<file path="config.mk">
export PLATFORM = sky130hd
export DESIGN_NAME = uart_tx_fifo_prescaled_flat
export DESIGN_NICKNAME = d
export VERILOG_FILES = /design/src/rtl/uart_tx_fifo_prescaled_if.sv /design/src/rtl/uart_tx_fifo_prescaled.sv /design/src/flat_wrapper.sv
export SDC_FILE = /design/constraint.sdc
export NUM_CORES = 1
export LEC_CHECK = 0
export CORE_MARGIN = 1
export CORE_UTILIZATION = 63
export CTS_BUF_LIST = sky130_fd_sc_hd__clkbuf_8 sky130_fd_sc_hd__clkbuf_16
export CTS_CLUSTER_SIZE = 20
export DETAILED_ROUTE_END_ITERATION = 16
export GPL_ROUTABILITY_DRIVEN = 0
export HOLD_SLACK_MARGIN = 0.05
export PLACE_DENSITY = 0.85
export SYNTH_ARGS = -nofsm -noshare
export SYNTH_HDL_FRONTEND = slang
export SYNTH_SLANG_ARGS = --single-unit
</file>
<file path="constraint.sdc">
create_clock -name clk -period 6.88 [get_ports clk]
set_clock_uncertainty 0.15 [all_clocks]
set_input_delay 1.72 -clock clk [delete_from_list [all_inputs] [get_ports clk]]
set_output_delay 1.72 -clock clk [all_outputs]
set_load 0.02 [all_outputs]
</file>
<file path="src/rtl/uart_tx_fifo_prescaled_if.sv">
// rtl/uart_tx_fifo_prescaled_if.sv - producer ready/valid handshake into the UART TX FIFO
interface uart_tx_fifo_prescaled_if #(
    parameter int DATA_WIDTH = 8
) ();
    logic                  data_valid;
    logic [DATA_WIDTH-1:0] parallel_data;
    logic                  data_ready;

    modport master (output data_valid, output parallel_data, input data_ready);
    modport slave  (input data_valid, input parallel_data, output data_ready);
endinterface

</file>
<file path="src/rtl/uart_tx_fifo_prescaled.sv">
// rtl/uart_tx_fifo_prescaled.sv - FIFO-buffered UART transmitter with programmable clocks-per-bit
module uart_tx_fifo_prescaled #(
    parameter int DATA_WIDTH     = 8,
    parameter int FIFO_DEPTH     = 4,
    parameter int PRESCALE_WIDTH = 16
) (
    input  logic                          clk,
    input  logic                          reset,
    input  logic                          parity_enable,
    input  logic                          parity_type,
    input  logic                          two_stop_bits,
    input  logic [PRESCALE_WIDTH-1:0]     prescale,
    uart_tx_fifo_prescaled_if.slave       prod,
    output logic                          serial_data_out,
    output logic                          busy,
    output logic [$clog2(FIFO_DEPTH):0]   fifo_count
);
    localparam int PTR_W = $clog2(FIFO_DEPTH);
    localparam int CNT_W = PTR_W + 1;
    localparam int BIT_W = $clog2(DATA_WIDTH + 1);

    typedef enum logic [2:0] {IDLE, START, DATA, PARITY, STOP} state_t;

    state_t                    state;
    logic [DATA_WIDTH-1:0]     mem [FIFO_DEPTH];
    logic [PTR_W-1:0]          wr_ptr, rd_ptr;
    logic [DATA_WIDTH-1:0]     shreg, sh_next, head;
    logic [PRESCALE_WIDTH-1:0] pre_cnt, p_lat, p_eff;
    logic [BIT_W-1:0]          bit_cnt;
    logic                      pe_lat, ts_lat, par_lat;
    logic                      push, pop, fifo_empty, stop_last;

    assign prod.data_ready = (fifo_count < CNT_W'(FIFO_DEPTH));
    assign fifo_empty      = (fifo_count == '0);
    assign push            = prod.data_valid & prod.data_ready;
    assign head            = mem[rd_ptr];
    assign sh_next         = shreg >> 1;
    assign p_eff           = (prescale == '0) ? PRESCALE_WIDTH'(1) : prescale;
    assign stop_last       = !ts_lat || (bit_cnt != '0);
    // Pop either from idle or on the very last stop cycle so frames run back-to-back.
    assign pop = !fifo_empty &&
                 ((state == IDLE) || (state == STOP && pre_cnt == '0 && stop_last));

    always_ff @(posedge clk) begin
        if (push) mem[wr_ptr] <= prod.parallel_data;
    end

    always_ff @(posedge clk or negedge reset) begin
        if (!reset) begin
            wr_ptr     <= '0;
            rd_ptr     <= '0;
            fifo_count <= '0;
        end else begin
            if (push) wr_ptr <= wr_ptr + PTR_W'(1);
            if (pop)  rd_ptr <= rd_ptr + PTR_W'(1);
            case ({push, pop})
                2'b10:   fifo_count <= fifo_count + CNT_W'(1);
                2'b01:   fifo_count <= fifo_count - CNT_W'(1);
                default: fifo_count <= fifo_count;
            endcase
        end
    end

    always_ff @(posedge clk or negedge reset) begin
        if (!reset) begin
            state           <= IDLE;
            serial_data_out <= 1'b1;
            busy            <= 1'b0;
            pre_cnt         <= '0;
            bit_cnt         <= '0;
            shreg           <= '0;
            p_lat           <= PRESCALE_WIDTH'(1);
            pe_lat          <= 1'b0;
            ts_lat          <= 1'b0;
            par_lat         <= 1'b0;
        end else begin
            case (state)
                IDLE: ;
                START: begin
                    if (pre_cnt == '0) begin
                        pre_cnt         <= p_lat - PRESCALE_WIDTH'(1);
                        bit_cnt         <= '0;
                        serial_data_out <= shreg[0];
                        state           <= DATA;
                    end else begin
                        pre_cnt <= pre_cnt - PRESCALE_WIDTH'(1);
                    end
                end
                DATA: begin
                    if (pre_cnt == '0) begin
                        pre_cnt <= p_lat - PRESCALE_WIDTH'(1);
                        if (bit_cnt == BIT_W'(DATA_WIDTH - 1)) begin
                            bit_cnt <= '0;
                            if (pe_lat) begin
                                serial_data_out <= par_lat;
                                state           <= PARITY;
                            end else begin
                                serial_data_out <= 1'b1;
                                state           <= STOP;
                            end
                        end else begin
                            bit_cnt         <= bit_cnt + BIT_W'(1);
                            shreg           <= sh_next;
                            serial_data_out <= sh_next[0];
                        end
                    end else begin
                        pre_cnt <= pre_cnt - PRESCALE_WIDTH'(1);
                    end
                end
                PARITY: begin
                    if (pre_cnt == '0) begin
                        pre_cnt         <= p_lat - PRESCALE_WIDTH'(1);
                        bit_cnt         <= '0;
                        serial_data_out <= 1'b1;
                        state           <= STOP;
                    end else begin
                        pre_cnt <= pre_cnt - PRESCALE_WIDTH'(1);
                    end
                end
                STOP: begin
                    // bit_cnt doubles as the stop-bit index here
                    if (pre_cnt == '0) begin
                        if (!stop_last) begin
                            bit_cnt <= BIT_W'(1);
                            pre_cnt <= p_lat - PRESCALE_WIDTH'(1);
                        end else begin
                            bit_cnt <= '0;
                            busy    <= 1'b0;
                            state   <= IDLE;
                        end
                    end else begin
                        pre_cnt <= pre_cnt - PRESCALE_WIDTH'(1);
                    end
                end
                default: state <= IDLE;
            endcase

            if (pop) begin
                shreg           <= head;
                par_lat         <= (^head) ^ parity_type;
                pe_lat          <= parity_enable;
                ts_lat          <= two_stop_bits;
                p_lat           <= p_eff;
                pre_cnt         <= p_eff - PRESCALE_WIDTH'(1);
                bit_cnt         <= '0;
                serial_data_out <= 1'b0;
                busy            <= 1'b1;
                state           <= START;
            end
        end
    end
endmodule
</file>
<file path="src/flat_wrapper.sv">
// flat-port wrapper written by rule: the top's interface ports become plain ports
module uart_tx_fifo_prescaled_flat 
#(
    parameter int DATA_WIDTH     = 8,
    parameter int FIFO_DEPTH     = 4,
    parameter int PRESCALE_WIDTH = 16
)
  (clk, reset, parity_enable, parity_type, two_stop_bits, prescale, serial_data_out, busy, fifo_count, prod_data_valid, prod_parallel_data, prod_data_ready);
  uart_tx_fifo_prescaled_if #(.DATA_WIDTH(DATA_WIDTH)) prod_i ();
  input  logic clk;
  input  logic reset;
  input  logic parity_enable;
  input  logic parity_type;
  input  logic two_stop_bits;
  input  logic [PRESCALE_WIDTH-1:0] prescale;
  output logic serial_data_out;
  output logic busy;
  output logic [$clog2(FIFO_DEPTH):0] fifo_count;
  input wire logic [$bits(prod_i.data_valid)-1:0] prod_data_valid;
  input wire logic [$bits(prod_i.parallel_data)-1:0] prod_parallel_data;
  output wire logic [$bits(prod_i.data_ready)-1:0] prod_data_ready;
  assign prod_i.data_valid = prod_data_valid;
  assign prod_i.parallel_data = prod_parallel_data;
  assign prod_data_ready = prod_i.data_ready;
  uart_tx_fifo_prescaled #(.DATA_WIDTH(DATA_WIDTH), .FIFO_DEPTH(FIFO_DEPTH), .PRESCALE_WIDTH(PRESCALE_WIDTH)) u_core (.clk(clk), .reset(reset), .parity_enable(parity_enable), .parity_type(parity_type), .two_stop_bits(two_stop_bits), .prescale(prescale), .prod(prod_i), .serial_data_out(serial_data_out), .busy(busy), .fifo_count(fifo_count));
endmodule
</file>
---- After elaboration in Yosys (flattened, before gate mapping) ----
Memories as Yosys holds them, arrays and structs flattened.
Cells that the tools add are included.
storage, ports and cells
  flip-flop bits (word level) ............. 59
  RAM bits ................................ 32
  output and inout bits ................... 6
  logic and storage cells ................. 111
  memories ................................ 1
operators by class
  add/subtract/negate cells ............... 8
  magnitude comparators ................... 1
  equal/unequal tests ..................... 17
  mux-type cells .......................... 40
  bitwise operators ....................... 2
  reductions and logical operators ........ 29
memories
  name        words  bits a word  read ports  clocked after memory_dff  write ports  RTL line                      RTL
  u_core.mem  4      8            1           0                         1            uart_tx_fifo_prescaled.sv:25  logic [DATA_WIDTH-1:0] mem [FIFO_DEPTH];
operator list
  cell                                                 number
  two-way mux 16 bit                                   5
  subtractor 16 x 1 -> 16 bit (second input constant)  3
  zero test 16 bit                                     2
  two-way mux 8 bit                                    4
  case mux 16 bit (2 select lines)                     1
  two-way mux 3 bit                                    8
  two-way mux 4 bit                                    5
  != test 3 x 1 -> 1 bit (second input constant)       6
  case mux 3 bit (5 select lines)                      1
  two-way mux 1 bit                                    13
  case mux 4 bit (3 select lines)                      1
  nonzero test 4 bit                                   3
  nonzero test 2 bit                                   5
  AND reduction 4 bit                                  2
  parity 8 bit                                         1
  AND reduction 7 bit                                  1
  == test 3 x 2 -> 1 bit (second input constant)       2
  zero test 3 bit                                      2
  case mux 3 bit (2 select lines)                      1
  AND reduction 3 bit                                  2
  adder 2 x 1 -> 2 bit (second input constant)         2
  adder 4 x 1 -> 4 bit (second input constant)         1
  == test 4 x 3 -> 1 bit (second input constant)       1
  != test 2 x 1 -> 1 bit (second input constant)       2
  other kinds (19)                                     23

---- Longest topological paths before layout ----
Gate-level depths: netlist (run 1).
  depth in word-level cells ............... 7
  mapped depth ............................ 17
  mapped depth without buffers ............ 13

---- Least setup slack after synthesis (run 1) ----
No wires, ideal clock.
  path type ............................... input-to-reg
  from .................................... input port prescale[3]
  to ...................................... register u_core.pre_cnt[4]
  setup time .............................. 129 ps
  arrival time ............................ 3707 ps
  data required time ...................... 6601 ps
  slack ................................... 2894 ps
  stages .................................. 11
  path through ............................ or4_1 nor4_2 a41oi_1 nand2_1 nand2_1 ha_1 buf_1 nor2b_1 and3_1 a211oi_1 a21oi_1
between the ends
  word-level cells in the longest chain between the ends .. 4
ends and longest elaborated chain
  what                             RTL line                       RTL
  start: declaration               flat_wrapper.sv:15             input logic [PRESCALE_WIDTH-1:0] prescale;
  zero test 16 bit                 uart_tx_fifo_prescaled.sv:38   assign p_eff = (prescale == '0) ? PRESCALE_WIDTH'(1) : prescale;
  two-way mux 16 bit (*)           uart_tx_fifo_prescaled.sv:38
  subtractor 16 x 1 -> 16 bit (*)  uart_tx_fifo_prescaled.sv:144  pre_cnt <= p_eff - PRESCALE_WIDTH'(1);
  two-way mux 16 bit (*)           uart_tx_fifo_prescaled.sv:138  if (pop) begin
  end signal: assignment           uart_tx_fifo_prescaled.sv:125  pre_cnt <= p_lat - PRESCALE_WIDTH'(1);
  end signal: assignment           uart_tx_fifo_prescaled.sv:132  pre_cnt <= pre_cnt - PRESCALE_WIDTH'(1);
  end signal: assignment           uart_tx_fifo_prescaled.sv:144
  end: declaration                 uart_tx_fifo_prescaled.sv:28   logic [PRESCALE_WIDTH-1:0] pre_cnt, p_lat, p_eff;
Every way passes the cells marked *; elsewhere a longest branch is shown, timed or not.
A chain may end at the register's enable or synchronous reset.

---- Worst setup path in the final report (run 1) ----
Same ends and word-level chain as after synthesis.

==> flow_results.xml, run 1 <==
<?xml version="1.0" encoding="UTF-8"?>
<metrics>
  <group name="setup_path">
    <metric name="r2r-start" unit="">u_core.pre_cnt[11]</metric>
    <metric name="slowest_delay" unit="ns">0.59</metric>
    <metric name="crit_path_frequent_cell" unit="">nand2_1</metric>
    <metric name="timing.critical_path.from_type" unit="">input port</metric>
    <metric name="r2r_cells" unit="">12</metric>
    <metric name="chain_of_cells_forming_the_critical_path" unit="">clkdlybuf4s50_1 &gt; or4_1 &gt; nor4_2 &gt; a41oi_1 &gt; nand2_1 &gt; nand2_1 &gt; ha_1 &gt; nor2b_1 &gt; and3_1 &gt; a211oi_1 &gt; a21oi_1</metric>
    <metric name="criticalPathCategory" unit="">input port to flip-flop</metric>
    <metric name="worst_ep_arrival_time" unit="ns">4.39</metric>
    <metric name="reg2reg_setup_slack" unit="ns">2.85</metric>
    <metric name="worstSetupEndpointType" unit="">flip-flop</metric>
    <metric name="critical-path-slowest-cell" unit="">or4_1</metric>
    <metric name="critical_path.reg2reg.endpoint" unit="">u_core.pre_cnt[4]</metric>
    <metric name="crit_required" unit="ns">6.96</metric>
    <metric name="cp_max_fo" unit="">10</metric>
  </group>
  <group name="die">
    <metric name="dieHeight" unit="µm">89.3</metric>
    <metric name="initial_utilization" unit="%">65.8</metric>
    <metric name="dieWidth" unit="µm">89.3</metric>
    <metric name="std_cell_rows" unit="">31</metric>
    <metric name="core" unit="µm²">7290</metric>
    <metric name="die-area" unit="µm²">7970</metric>
    <metric name="ioPinCount" unit="">36</metric>
  </group>
  <group name="clocking">
    <metric name="clock_latency" unit="ns">0.35</metric>
    <metric name="cts_repair_resize_count" unit="">0</metric>
    <metric name="cts-root-to-sink-buffers" unit="">2</metric>
    <metric name="cts_hold_buffers" unit="">0</metric>
    <metric name="clockRootBuffer" unit="">clkbuf_8</metric>
    <metric name="tritoncts_num_sinks" unit="">91</metric>
    <metric name="cts_setup_buffers" unit="">0</metric>
    <metric name="cts_inserted_buffers" unit="">9</metric>
    <metric name="tritoncts" unit="">built</metric>
    <metric name="clkTransAtPathRegs" unit="ns">0.09</metric>
    <metric name="htree_levels" unit="">3</metric>
  </group>
  <group name="route">
    <metric name="drt-total-wl" unit="µm">9830</metric>
    <metric name="vias" unit="">3585</metric>
    <metric name="vias_per_cell" unit="">6.12</metric>
    <metric name="avgRoutedWirePerCell" unit="µm">16.8</metric>
    <metric name="dr.first_iter.drc_count" unit="">224</metric>
    <metric name="first_pass_iters" unit="">7</metric>
    <metric name="route.detailed.drc" unit="">0</metric>
    <metric name="antenna_violating_nets_post_route" unit="">0</metric>
  </group>
  <group name="finish">
    <metric name="antenna_cells" unit="">0</metric>
    <metric name="most_common_library_cell_in_the_layout_ignoring_fill_and_taps" unit="">nand2_1</metric>
    <metric name="final_cell_mix" unit="">71 x nand2_1, 57 x dfrtp_1, 34 x clkdlybuf4s50_1, 32 x edfxtp_1, 30 x o21ai_0</metric>
    <metric name="area_growth_syn_to_layout" unit="%">11.9</metric>
    <metric name="layoutNonFillerInstCount" unit="">586</metric>
    <metric name="layout.core_utilization" unit="%">73.7</metric>
    <metric name="numnets_final" unit="">521</metric>
    <metric name="drive_gt1_share" unit="%">10.5</metric>
  </group>
  <group name="synth">
    <metric name="synth_edf_count" unit="">32</metric>
    <metric name="syn-mean-instance-area" unit="µm²">10.6</metric>
    <metric name="yosys.area.top_type_share" unit="%">29.7</metric>
    <metric name="syn_inst" unit="">454</metric>
    <metric name="synth_seq_area_share" unit="%">50.8</metric>
    <metric name="synth_top_cells_by_area" unit="">dfrtp_1 30%, edfxtp_1 20%, nand2_1 5.6%, mux4_2 3.8%, o21ai_0 3.1%</metric>
    <metric name="yosys_most_used_dff" unit="">dfrtp_1</metric>
    <metric name="synthesis.nets" unit="">493</metric>
    <metric name="synth.largest_area_cell" unit="">dfrtp_1</metric>
    <metric name="ys_types" unit="">71</metric>
    <metric name="yosysWarningCount" unit="">0</metric>
    <metric name="synth.cell_area" unit="µm²">4800</metric>
    <metric name="synth.ff_latch_count" unit="">91</metric>
    <metric name="synth_async_sr_flop_share" unit="%">64.8</metric>
  </group>
  <group name="power">
    <metric name="comb_power_share" unit="%">45.9</metric>
    <metric name="power_report.internal_total" unit="mW">1.40</metric>
    <metric name="power_frac_clock" unit="%">14.0</metric>
    <metric name="power.net_switching" unit="mW">0.984</metric>
    <metric name="sequentialPowerShare" unit="%">40.2</metric>
    <metric name="power.density" unit="nW/µm²">443</metric>
    <metric name="peakVddDrop" unit="mV">0.194</metric>
    <metric name="cellLeakagePower" unit="nW">2.17</metric>
    <metric name="switching_share" unit="%">41.4</metric>
    <metric name="p_total" unit="mW">2.38</metric>
  </group>
  <group name="placement">
    <metric name="post-place-cells" unit="">570</metric>
    <metric name="dp_hpwl" unit="µm">6810</metric>
    <metric name="port_bufs" unit="">35</metric>
  </group>
  <group name="global_route">
    <metric name="gr-usage-all-layers" unit="%">27.4</metric>
    <metric name="first_global_vias" unit="">3488</metric>
    <metric name="gr-total-overflow" unit="">0</metric>
    <metric name="wire_length_of_the_first_global_routing_pass" unit="µm">16300</metric>
    <metric name="antenna_found_initial" unit="">0</metric>
    <metric name="grt_max_degree" unit="">60</metric>
  </group>
  <group name="timing">
    <metric name="timing_max_transition_violations_final" unit="">0</metric>
    <metric name="report.final.setup_viol" unit="">0</metric>
    <metric name="worst_slew_margin_rel" unit="%">25.3</metric>
    <metric name="setup-tns-final" unit="ns">0</metric>
    <metric name="hold_viol_final" unit="">0</metric>
    <metric name="timing.final.crit_share" unit="%">62.5</metric>
    <metric name="worst-slew-pin-transition" unit="ns">1.12</metric>
    <metric name="whs" unit="ns">0.341</metric>
    <metric name="fmaxAchievable" unit="GHz">0.232</metric>
    <metric name="grt_setup_unrepaired" unit="">false</metric>
    <metric name="period_needed" unit="ns">4.30</metric>
  </group>
  <group name="hold_path">
    <metric name="min_from" unit="">u_core.ts_lat</metric>
    <metric name="hold_depth" unit="">2</metric>
    <metric name="min-delay-path-class" unit="">flip-flop to flip-flop</metric>
    <metric name="worstHoldEndpoint" unit="">u_core.ts_lat</metric>
  </group>
  <group name="flow_run">
    <metric name="drv_cap" unit="">0</metric>
  </group>
  <group name="outcome">
    <metric name="run_status" unit="">complete, no violations</metric>
  </group>
</metrics>
==> synthesized netlist by cell type, types with 3 or more instances <==
library cell and n:
a31o_2 5, o21ai_0 30, a21oi_1 28, mux2i_1 11, nor2_1 28, nor2b_1 4, nand3_1 8, or3_1 4
edfxtp_1 32, buf_2 5, nand2_1 71, dfrtp_1 57, and2_1 6, inv_1 14, clkbuf_1 13, mux2_2 4
xor2_1 5, o211ai_1 4, ha_1 8, xnor2_1 16, a31oi_1 6, nand4_1 5, mux4_2 8, nor3_1 11
nor4_1 3, and3_1 4, or4_1 3
==> routing by layer <==
layer,GRT usage (%),vias to the layer above,routed length [µm]
met4,11.4,0,187
met3,4.52,17,591
met5,0,-,0
met1,36.8,1745,4290
met2,44.9,121,4760
li1,-,1702,-
==> layout make-up <==
class | instances | area [µm²]
clock buffers | 10 | 149
multi-input cells | 326 | 2190
clock inverters | 6 | 32.5
inverters | 15 | 56.3
repair buffers | 39 | 375
fillers | 535 | 1920
well taps | 99 | 124
flip-flops and latches | 91 | 2440
==> stage by stage <==
stage               instance area, µm²  setup slack (ns)
floorplan                         4800              2.89
global placement                  5190              2.34
detailed placement                5190              2.22
CTS                               5370              2.60
global route                      5370              2.32
finish                            5370              2.58
==> worst max-delay path: cells and delay by family <==
family	cells	cell delay [ns]
and+or+nand+nor	6	1.46
AOI/OAI and AO/OA	3	0.46
buffers and inverters	1	0.45
adders and majority gates	1	0.30
==> flip-flops by register name (all words and copies together), names as in the netlist <==
name                    count
u_core.mem                 32
u_core.p_lat               16
u_core.pre_cnt             16
u_core.shreg                8
u_core.bit_cnt              4
u_core.fifo_count           3
u_core.state                3
u_core.rd_ptr               2
u_core.wr_ptr               2
u_core.busy                 1
u_core.par_lat              1
u_core.pe_lat               1
u_core.serial_data_out      1
u_core.ts_lat               1
==> logic make-up after synthesis <==
group	Yosys count	share of synthesized area (%)
xor gates and xnor gates	21	3.83
and+or+nand+nor	167	17.6
AOI/OAI and AO/OA	104	14.1
DFF	91	50.8
buffers and inverters	37	3.42
adders and majority gates	9	2.50
muxes	25	7.74
==> power groups by stage <==
stage / clock network (mW) / registers (mW) / logic, mW
floorplan: 0 / 0.896 / 0.894
global placement: 0 / 0.950 / 1.04
detailed placement: 0 / 0.961 / 1.08
CTS: 0.338 / 0.952 / 1.09
global route: 0.361 / 0.979 / 1.22
finish: 0.333 / 0.955 / 1.09
==> worst max path at each step <==
stage | from | end | slack (ns) | depth (start not counted)
final | prescale[3] | u_core.pre_cnt[4] | 2.58 | 11
after global routing | prescale[3] | u_core.pre_cnt[4] | 2.32 | 11
after CTS | prescale[3] | u_core.pre_cnt[4] | 2.60 | 11
after detailed placement | prescale[3] | u_core.pre_cnt[4] | 2.22 | 11
after global placement | prescale[3] | u_core.pre_cnt[4] | 2.34 | 11
after floorplan | prescale[3] | u_core.pre_cnt[4] | 2.89 | 11
Note: power is estimated with default switching activity, not from simulation.
==> run 2, diff against run 1 <==
--- a/config.mk
+++ b/config.mk
@@ -6,13 +6,13 @@
 export NUM_CORES = 1
 export LEC_CHECK = 0
 export CORE_MARGIN = 1
-export CORE_UTILIZATION = 63
+export CORE_UTILIZATION = 59
 export CTS_BUF_LIST = sky130_fd_sc_hd__clkbuf_8 sky130_fd_sc_hd__clkbuf_16
 export CTS_CLUSTER_SIZE = 20
 export DETAILED_ROUTE_END_ITERATION = 16
 export GPL_ROUTABILITY_DRIVEN = 0
 export HOLD_SLACK_MARGIN = 0.05
-export PLACE_DENSITY = 0.85
+export PLACE_DENSITY = 0.8
 export SYNTH_ARGS = -nofsm -noshare
 export SYNTH_HDL_FRONTEND = slang
 export SYNTH_SLANG_ARGS = --single-unit
==> constraint.sdc (replaced) <==
create_clock -name clk -period 4.2 [get_ports clk]
set_clock_uncertainty 0.15 [all_clocks]
set_input_delay 1.05 -clock clk [delete_from_list [all_inputs] [get_ports clk]]
set_output_delay 1.05 -clock clk [all_outputs]
set_load 0.02 [all_outputs]
==> flow_results.xml, run 2 (synthesized netlist as in run 1, its figures left out) <==
<?xml version="1.0" encoding="UTF-8"?>
<metrics>
  <group name="outcome">
    <metric name="run_status" unit="">complete, no violations</metric>
  </group>
  <group name="die">
    <metric name="ioPinCount" unit="">36</metric>
    <metric name="initial_utilization" unit="%">61.5</metric>
    <metric name="dieHeight" unit="µm">92.2</metric>
    <metric name="std_cell_rows" unit="">32</metric>
    <metric name="dieWidth" unit="µm">92.2</metric>
    <metric name="die-area" unit="µm²">8500</metric>
    <metric name="core" unit="µm²">7810</metric>
  </group>
  <group name="finish">
    <metric name="final_cell_area" unit="µm²">5390</metric>
    <metric name="largest_register_ff_count" unit="">32</metric>
    <metric name="largestRegisters" unit="">u_core.mem x32, u_core.p_lat x16, u_core.pre_cnt x16</metric>
    <metric name="sequential_cell_area" unit="µm²">2440</metric>
    <metric name="drive_gt1_share" unit="%">11.2</metric>
    <metric name="most_common_library_cell_in_the_layout_ignoring_fill_and_taps" unit="">nand2_1</metric>
    <metric name="multi_input_comb_area" unit="µm²">2190</metric>
    <metric name="numnets_final" unit="">524</metric>
    <metric name="fill_cells" unit="">601</metric>
    <metric name="area_growth_syn_to_layout" unit="%">12.4</metric>
    <metric name="antenna_cells" unit="">0</metric>
    <metric name="register_containing_the_most_flip_flops_in_the_final_layout" unit="">u_core.mem</metric>
    <metric name="final_cell_mix" unit="">71 x nand2_1, 57 x dfrtp_1, 34 x clkdlybuf4s50_1, 32 x edfxtp_1, 30 x o21ai_0</metric>
  </group>
  <group name="route">
    <metric name="vias_per_cell" unit="">6.12</metric>
    <metric name="drt-total-wl" unit="µm">9830</metric>
    <metric name="avgRoutedWirePerCell" unit="µm">16.6</metric>
    <metric name="dr.first_iter.drc_count" unit="">304</metric>
    <metric name="vias" unit="">3622</metric>
    <metric name="first_pass_iters" unit="">5</metric>
    <metric name="antenna_violating_nets_post_route" unit="">0</metric>
    <metric name="route.detailed.drc" unit="">0</metric>
  </group>
  <group name="setup_path">
    <metric name="setup.worst_path.end" unit="">u_core.pre_cnt[4]</metric>
    <metric name="criticalPathCategory" unit="">input port to flip-flop</metric>
    <metric name="critical_path.reg2reg.endpoint" unit="">u_core.pre_cnt[14]</metric>
    <metric name="worstSetupEndpointType" unit="">flip-flop</metric>
    <metric name="cp_max_fo" unit="">10</metric>
    <metric name="timing.critical_path.from_type" unit="">input port</metric>
    <metric name="r2r_cells" unit="">10</metric>
    <metric name="reg2reg_setup_slack" unit="ns">0.65</metric>
    <metric name="worst_ep_arrival_time" unit="ns">3.70</metric>
    <metric name="worstSetupStartpoint" unit="">prescale[3]</metric>
    <metric name="r2r-start" unit="">u_core.pre_cnt[9]</metric>
    <metric name="crit_required" unit="ns">4.27</metric>
  </group>
  <group name="timing">
    <metric name="timing.final.crit_share" unit="%">86.4</metric>
    <metric name="timing_max_transition_violations_final" unit="">0</metric>
    <metric name="worst_slew_margin_rel" unit="%">60.5</metric>
    <metric name="hold_viol_final" unit="">0</metric>
    <metric name="period_needed" unit="ns">3.63</metric>
    <metric name="worst-slew-pin-transition" unit="ns">0.578</metric>
    <metric name="report.final.setup_viol" unit="">0</metric>
    <metric name="setup-tns-final" unit="ns">0</metric>
    <metric name="grt_setup_unrepaired" unit="">false</metric>
    <metric name="fmaxAchievable" unit="GHz">0.276</metric>
  </group>
  <group name="placement">
    <metric name="detailed_place.area" unit="µm²">5220</metric>
    <metric name="dp_hpwl" unit="µm">6890</metric>
    <metric name="port_bufs" unit="">35</metric>
  </group>
  <group name="clocking">
    <metric name="cts_inserted_buffers" unit="">9</metric>
    <metric name="clkTransAtPathRegs" unit="ns">0.09</metric>
    <metric name="cts_setup_buffers" unit="">0</metric>
    <metric name="clock_latency" unit="ns">0.36</metric>
    <metric name="cts_repair_resize_count" unit="">0</metric>
    <metric name="cts_hold_buffers" unit="">0</metric>
    <metric name="tritoncts_num_sinks" unit="">91</metric>
    <metric name="htree_levels" unit="">3</metric>
    <metric name="cts-root-to-sink-buffers" unit="">2</metric>
    <metric name="clockRootBuffer" unit="">clkbuf_8</metric>
    <metric name="tritoncts" unit="">built</metric>
  </group>
  <group name="power">
    <metric name="cellLeakagePower" unit="nW">2.19</metric>
    <metric name="power.density" unit="nW/µm²">723</metric>
    <metric name="peakVddDrop" unit="mV">0.360</metric>
  </group>
  <group name="global_route">
    <metric name="wire_length_of_the_first_global_routing_pass" unit="µm">16700</metric>
    <metric name="grt_max_degree" unit="">43</metric>
    <metric name="first_global_vias" unit="">3553</metric>
    <metric name="antenna_found_initial" unit="">0</metric>
    <metric name="gr-total-overflow" unit="">0</metric>
    <metric name="gr-usage-all-layers" unit="%">25.0</metric>
  </group>
  <group name="flow_run">
    <metric name="drv_cap" unit="">0</metric>
  </group>
  <group name="hold_path">
    <metric name="min-delay-path-class" unit="">flip-flop to flip-flop</metric>
  </group>
</metrics>
-- run 2: layer usage --
metal,routed length (µm),track usage (%),part of all wire (%)
met5,0,0,0
met4,221,10.4,2.2
met3,540,3.48,5.5
met2,4670,40.5,47
met1,4400,34.1,45
-- run 2: worst max-delay path, stage by stage --
cell	delay (ns)
clkdlybuf4s50_1	0.45
or4_1	0.59
nor4_2	0.27
a41oi_1	0.16
nand2_1	0.14
nand2_1	0.07
ha_1	0.31
nor2b_1	0.21
and3_1	0.17
a211oi_1	0.20
a21oi_1	0.09
-- run 2: through the flow --
stage,instances,worst slack [ns],hold slack [ns],power (mW),utilization [%]
5_1_grt,592,0.339,0.386,4.20,69.1
3_3_place_gp,576,0.287,0.314,3.28,66.8
4_1_cts,592,0.587,0.341,3.90,69.1
6_report,592,0.571,0.336,3.90,69.1
2_1_floorplan,454,0.884,0.296,2.93,-
3_5_place_dp,576,0.228,0.318,3.37,66.8
-- run 2: power by group --
part / internal [mW] / switching, mW / leakage (nW) / total [mW]
sequential: 1.25 / 0.310 / 0.999 / 1.56
clock: 0.220 / 0.321 / 0.0918 / 0.541
combinational: 0.804 / 0.995 / 1.09 / 1.80
total: 2.27 / 1.63 / 2.19 / 3.90
-- run 2: cell type report --
| class | count | area share [%] |
|---|---|---|
| tap | 102 | 2.37 |
| clock buffer | 9 | 2.30 |
| sequential | 91 | 45.3 |
| timing repair buffer | 42 | 7.38 |
| multi-input combinational | 326 | 40.7 |
| inverter | 15 | 1.04 |
| clock inverter | 7 | 0.951 |
-- run 2: worst min path at each step --
stage	startpoint	end	slack, ns	depth (start not counted)
floorplan	u_core.ts_lat	u_core.ts_lat	0.30	2
global placement	u_core.p_lat[14]	u_core.p_lat[14]	0.31	2
detailed placement	u_core.p_lat[15]	u_core.p_lat[15]	0.32	2
CTS	u_core.p_lat[15]	u_core.p_lat[15]	0.34	2
global route	u_core.p_lat[13]	u_core.p_lat[13]	0.39	2
finish	u_core.p_lat[15]	u_core.p_lat[15]	0.34	2
==> run 3, diff against run 2 <==
--- a/config.mk
+++ b/config.mk
@@ -5,6 +5,7 @@
 export SDC_FILE = /design/constraint.sdc
 export NUM_CORES = 1
 export LEC_CHECK = 0
+export ABC_AREA = 1
 export CORE_MARGIN = 1
 export CORE_UTILIZATION = 59
 export CTS_BUF_LIST = sky130_fd_sc_hd__clkbuf_8 sky130_fd_sc_hd__clkbuf_16
@@ -16,3 +17,4 @@
 export SYNTH_ARGS = -nofsm -noshare
 export SYNTH_HDL_FRONTEND = slang
 export SYNTH_SLANG_ARGS = --single-unit
+export TNS_END_PERCENT = 30
==> flow_results.xml, run 3 <==
<?xml version="1.0" encoding="UTF-8"?>
<metrics>
  <group name="outcome">
    <metric name="run_status" unit="">complete, no violations</metric>
  </group>
  <group name="route">
    <metric name="drt-total-wl" unit="µm">10300</metric>
    <metric name="route.detailed.drc" unit="">0</metric>
    <metric name="vias" unit="">3867</metric>
    <metric name="first_pass_iters" unit="">5</metric>
    <metric name="avgRoutedWirePerCell" unit="µm">14.3</metric>
    <metric name="dr.first_iter.drc_count" unit="">261</metric>
    <metric name="vias_per_cell" unit="">5.39</metric>
    <metric name="antenna_violating_nets_post_route" unit="">0</metric>
  </group>
  <group name="synth">
    <metric name="ys_types" unit="">40</metric>
    <metric name="yosys.area.top_type_share" unit="%">29.1</metric>
    <metric name="syn-mean-instance-area" unit="µm²">8.49</metric>
    <metric name="yosysWarningCount" unit="">0</metric>
    <metric name="synth_async_sr_flop_share" unit="%">64.8</metric>
    <metric name="synth.largest_area_cell" unit="">dfrtp_1</metric>
    <metric name="syn_inst" unit="">578</metric>
    <metric name="yosys_most_used_dff" unit="">dfrtp_1</metric>
    <metric name="synthesis.nets" unit="">617</metric>
    <metric name="synth.cell_area" unit="µm²">4900</metric>
    <metric name="synth_seq_area_share" unit="%">49.7</metric>
    <metric name="synth.most_common_cell" unit="">nand2_1</metric>
    <metric name="synth.cells.most_frequent" unit="">129 x nand2_1, 70 x inv_1, 67 x nor2_1</metric>
    <metric name="synth.ff_latch_count" unit="">91</metric>
    <metric name="synth_edf_count" unit="">32</metric>
    <metric name="synth_top_cells_by_area" unit="">dfrtp_1 29%, edfxtp_1 20%, nand2_1 9.9%, inv_1 5.4%, nor2_1 5.1%</metric>
  </group>
  <group name="global_route">
    <metric name="use_met2" unit="%">43.0</metric>
    <metric name="antenna_found_initial" unit="">0</metric>
    <metric name="gr-total-overflow" unit="">0</metric>
    <metric name="first_global_vias" unit="">3833</metric>
    <metric name="globalRouteMet1Util" unit="%">35.5</metric>
    <metric name="grt_max_degree" unit="">47</metric>
    <metric name="groute.layer.met3.usage" unit="%">4.88</metric>
    <metric name="gr-usage-all-layers" unit="%">26.3</metric>
    <metric name="wire_length_of_the_first_global_routing_pass" unit="µm">17500</metric>
    <metric name="grt_busiest_layer" unit="">met2</metric>
  </group>
  <group name="die">
    <metric name="ioPinCount" unit="">36</metric>
    <metric name="std_cell_rows" unit="">32</metric>
    <metric name="die-area" unit="µm²">8680</metric>
    <metric name="initial_utilization" unit="%">62.2</metric>
    <metric name="core" unit="µm²">7890</metric>
    <metric name="dieHeight" unit="µm">93.2</metric>
    <metric name="dieWidth" unit="µm">93.2</metric>
  </group>
  <group name="timing">
    <metric name="setup-tns-final" unit="ns">0</metric>
    <metric name="worst-slew-pin-transition" unit="ns">1.04</metric>
    <metric name="report.final.setup_viol" unit="">0</metric>
    <metric name="timing_max_transition_violations_final" unit="">0</metric>
    <metric name="worst_slew_margin_rel" unit="%">30.7</metric>
    <metric name="hold_viol_final" unit="">0</metric>
    <metric name="whs" unit="ns">0.324</metric>
    <metric name="grt_setup_unrepaired" unit="">false</metric>
    <metric name="fmaxAchievable" unit="GHz">0.294</metric>
    <metric name="period_needed" unit="ns">3.40</metric>
    <metric name="timing.final.crit_share" unit="%">81.0</metric>
  </group>
  <group name="finish">
    <metric name="sequential_cell_area" unit="µm²">2440</metric>
    <metric name="area_growth_syn_to_layout" unit="%">12.3</metric>
    <metric name="largest_register_ff_count" unit="">32</metric>
    <metric name="largestRegisters" unit="">u_core.mem x32, u_core.p_lat x16, u_core.pre_cnt x16</metric>
    <metric name="final_cell_mix" unit="">129 x nand2_1, 70 x inv_1, 67 x nor2_1, 57 x dfrtp_1, 50 x o21ai_0</metric>
    <metric name="most_common_library_cell_in_the_layout_ignoring_fill_and_taps" unit="">nand2_1</metric>
    <metric name="layoutNonFillerInstCount" unit="">718</metric>
    <metric name="multi_input_comb_area" unit="µm²">2080</metric>
    <metric name="fill_cells" unit="">630</metric>
    <metric name="drive_gt1_share" unit="%">11.0</metric>
    <metric name="register_containing_the_most_flip_flops_in_the_final_layout" unit="">u_core.mem</metric>
    <metric name="numnets_final" unit="">650</metric>
    <metric name="final_cell_area" unit="µm²">5510</metric>
    <metric name="antenna_cells" unit="">0</metric>
  </group>
  <group name="clocking">
    <metric name="cts-root-to-sink-buffers" unit="">2</metric>
    <metric name="clkTransAtPathRegs" unit="ns">0.11</metric>
    <metric name="cts_repair_resize_count" unit="">0</metric>
    <metric name="clock_latency" unit="ns">0.36</metric>
    <metric name="tritoncts" unit="">built</metric>
    <metric name="tritoncts_num_sinks" unit="">91</metric>
    <metric name="clockRootBuffer" unit="">clkbuf_8</metric>
    <metric name="cts_setup_buffers" unit="">0</metric>
    <metric name="htree_levels" unit="">3</metric>
    <metric name="cts_inserted_buffers" unit="">9</metric>
    <metric name="cts_hold_buffers" unit="">0</metric>
  </group>
  <group name="power">
    <metric name="cellLeakagePower" unit="nW">2.50</metric>
    <metric name="power.density" unit="nW/µm²">762</metric>
    <metric name="peakVddDrop" unit="mV">0.428</metric>
    <metric name="p_total" unit="mW">4.20</metric>
  </group>
  <group name="flow_run">
    <metric name="drv_cap" unit="">0</metric>
  </group>
  <group name="hold_path">
    <metric name="min_from" unit="">u_core.serial_data_out</metric>
    <metric name="min-delay-path-class" unit="">flip-flop to flip-flop</metric>
    <metric name="hold_depth" unit="">2</metric>
    <metric name="worstHoldEndpoint" unit="">u_core.serial_data_out</metric>
  </group>
  <group name="placement">
    <metric name="port_bufs" unit="">35</metric>
    <metric name="detailed_place.area" unit="µm²">5310</metric>
    <metric name="post-place-cells" unit="">702</metric>
    <metric name="dp_hpwl" unit="µm">7450</metric>
  </group>
  <group name="setup_path">
    <metric name="crit_required" unit="ns">4.30</metric>
    <metric name="worst_ep_arrival_time" unit="ns">3.51</metric>
    <metric name="r2r_cells" unit="">20</metric>
    <metric name="r2r-start" unit="">u_core.bit_cnt[0]</metric>
    <metric name="reg2reg_setup_slack" unit="ns">0.80</metric>
    <metric name="criticalPathCategory" unit="">flip-flop to flip-flop</metric>
    <metric name="timing.critical_path.from_type" unit="">flip-flop</metric>
    <metric name="critical_path.reg2reg.endpoint" unit="">u_core.pre_cnt[14]</metric>
    <metric name="cp_max_fo" unit="">36</metric>
    <metric name="worstSetupEndpointType" unit="">flip-flop</metric>
  </group>
</metrics>
## run 3: cell types whose count changed in the layout (fill, tap and decap cells not counted), sizes merged, moves of 11 or more
cell / before / now
a21oi: 28 / 12
inv: 18 / 80
mux2i: 13 / 0
nand2: 72 / 147
nand3: 9 / 39
nor2: 29 / 85
nor3: 14 / 2
o21ai: 30 / 54
o21bai: 0 / 11
xnor2: 16 / 3
## run 3: kinds of logic (layout without fill, tap and decap cells)
logic type,count (synthesis),in the layout,share of synthesized area [%]
flops,91,91,49.7
buf+inv,93,131,7.75
xor+xnor,11,11,1.96
fa+ha+maj,9,9,2.45
simple gates,279,279,26.5
compound gates,95,95,11.6
## run 3: worst max-delay path by stage
stage	from	end	slack (ns)	cells past startpoint
finish	u_core.bit_cnt[0]	u_core.pre_cnt[14]	0.80	20
global route	u_core.bit_cnt[0]	u_core.pre_cnt[14]	0.44	20
CTS	u_core.bit_cnt[0]	u_core.pre_cnt[14]	0.82	20
detailed placement	prescale[13]	u_core.pre_cnt[14]	0.76	16
global placement	prescale[14]	u_core.pre_cnt[14]	0.92	16
floorplan	u_core.bit_cnt[0]	u_core.fifo_count[2]	1.40	17
## run 3: routing by layer
metal  up-vias  routed length [µm]
met1      1792                4750
met2       127                4790
li1       1938                   -
met5         -                   0
met3        10                 632
met4         0                 104
## run 3: layout make-up
class | instances | area share, %
clock buffer | 9 | 2.25
clock inverter | 7 | 1.48
inverter | 78 | 5.31
multi-input combinational | 394 | 37.8
sequential | 91 | 44.3
tap | 102 | 2.32
timing repair buffer | 37 | 6.54
## run 3: worst max-delay path, stage by stage (launching register included)
cell and delay (ns):
dfrtp_1 0.44, inv_1 0.09, ha_1 0.14, nand2_1 0.08
nor2_4 0.15, nor2_4 0.05, nand3_4 0.07, nand2_4 0.13
nand2_4 0.37, inv_1 0.33, nand2_1 0.17, nand2_1 0.07
inv_1 0.09, ha_1 0.17, nand3_1 0.12, inv_1 0.08
nand2_1 0.09, nor2_1 0.20, nand3_1 0.10, nand3_1 0.10
nand2_1 0.07
## run 3: through the flow
stage / setup WS, ns / util (%)
floorplan: 1.40 / -
global placement: 0.922 / 67.3
detailed placement: 0.764 / 67.3
CTS: 0.822 / 69.9
global route: 0.442 / 69.9
finish: 0.796 / 69.9
## run 3: power breakdown
group	internal [mW]	switching, mW	leakage, nW	total (mW)
logic	0.741	1.40	1.40	2.14
registers	1.25	0.204	0.995	1.45
clock network	0.238	0.369	0.103	0.607
total	2.23	1.97	2.50	4.20
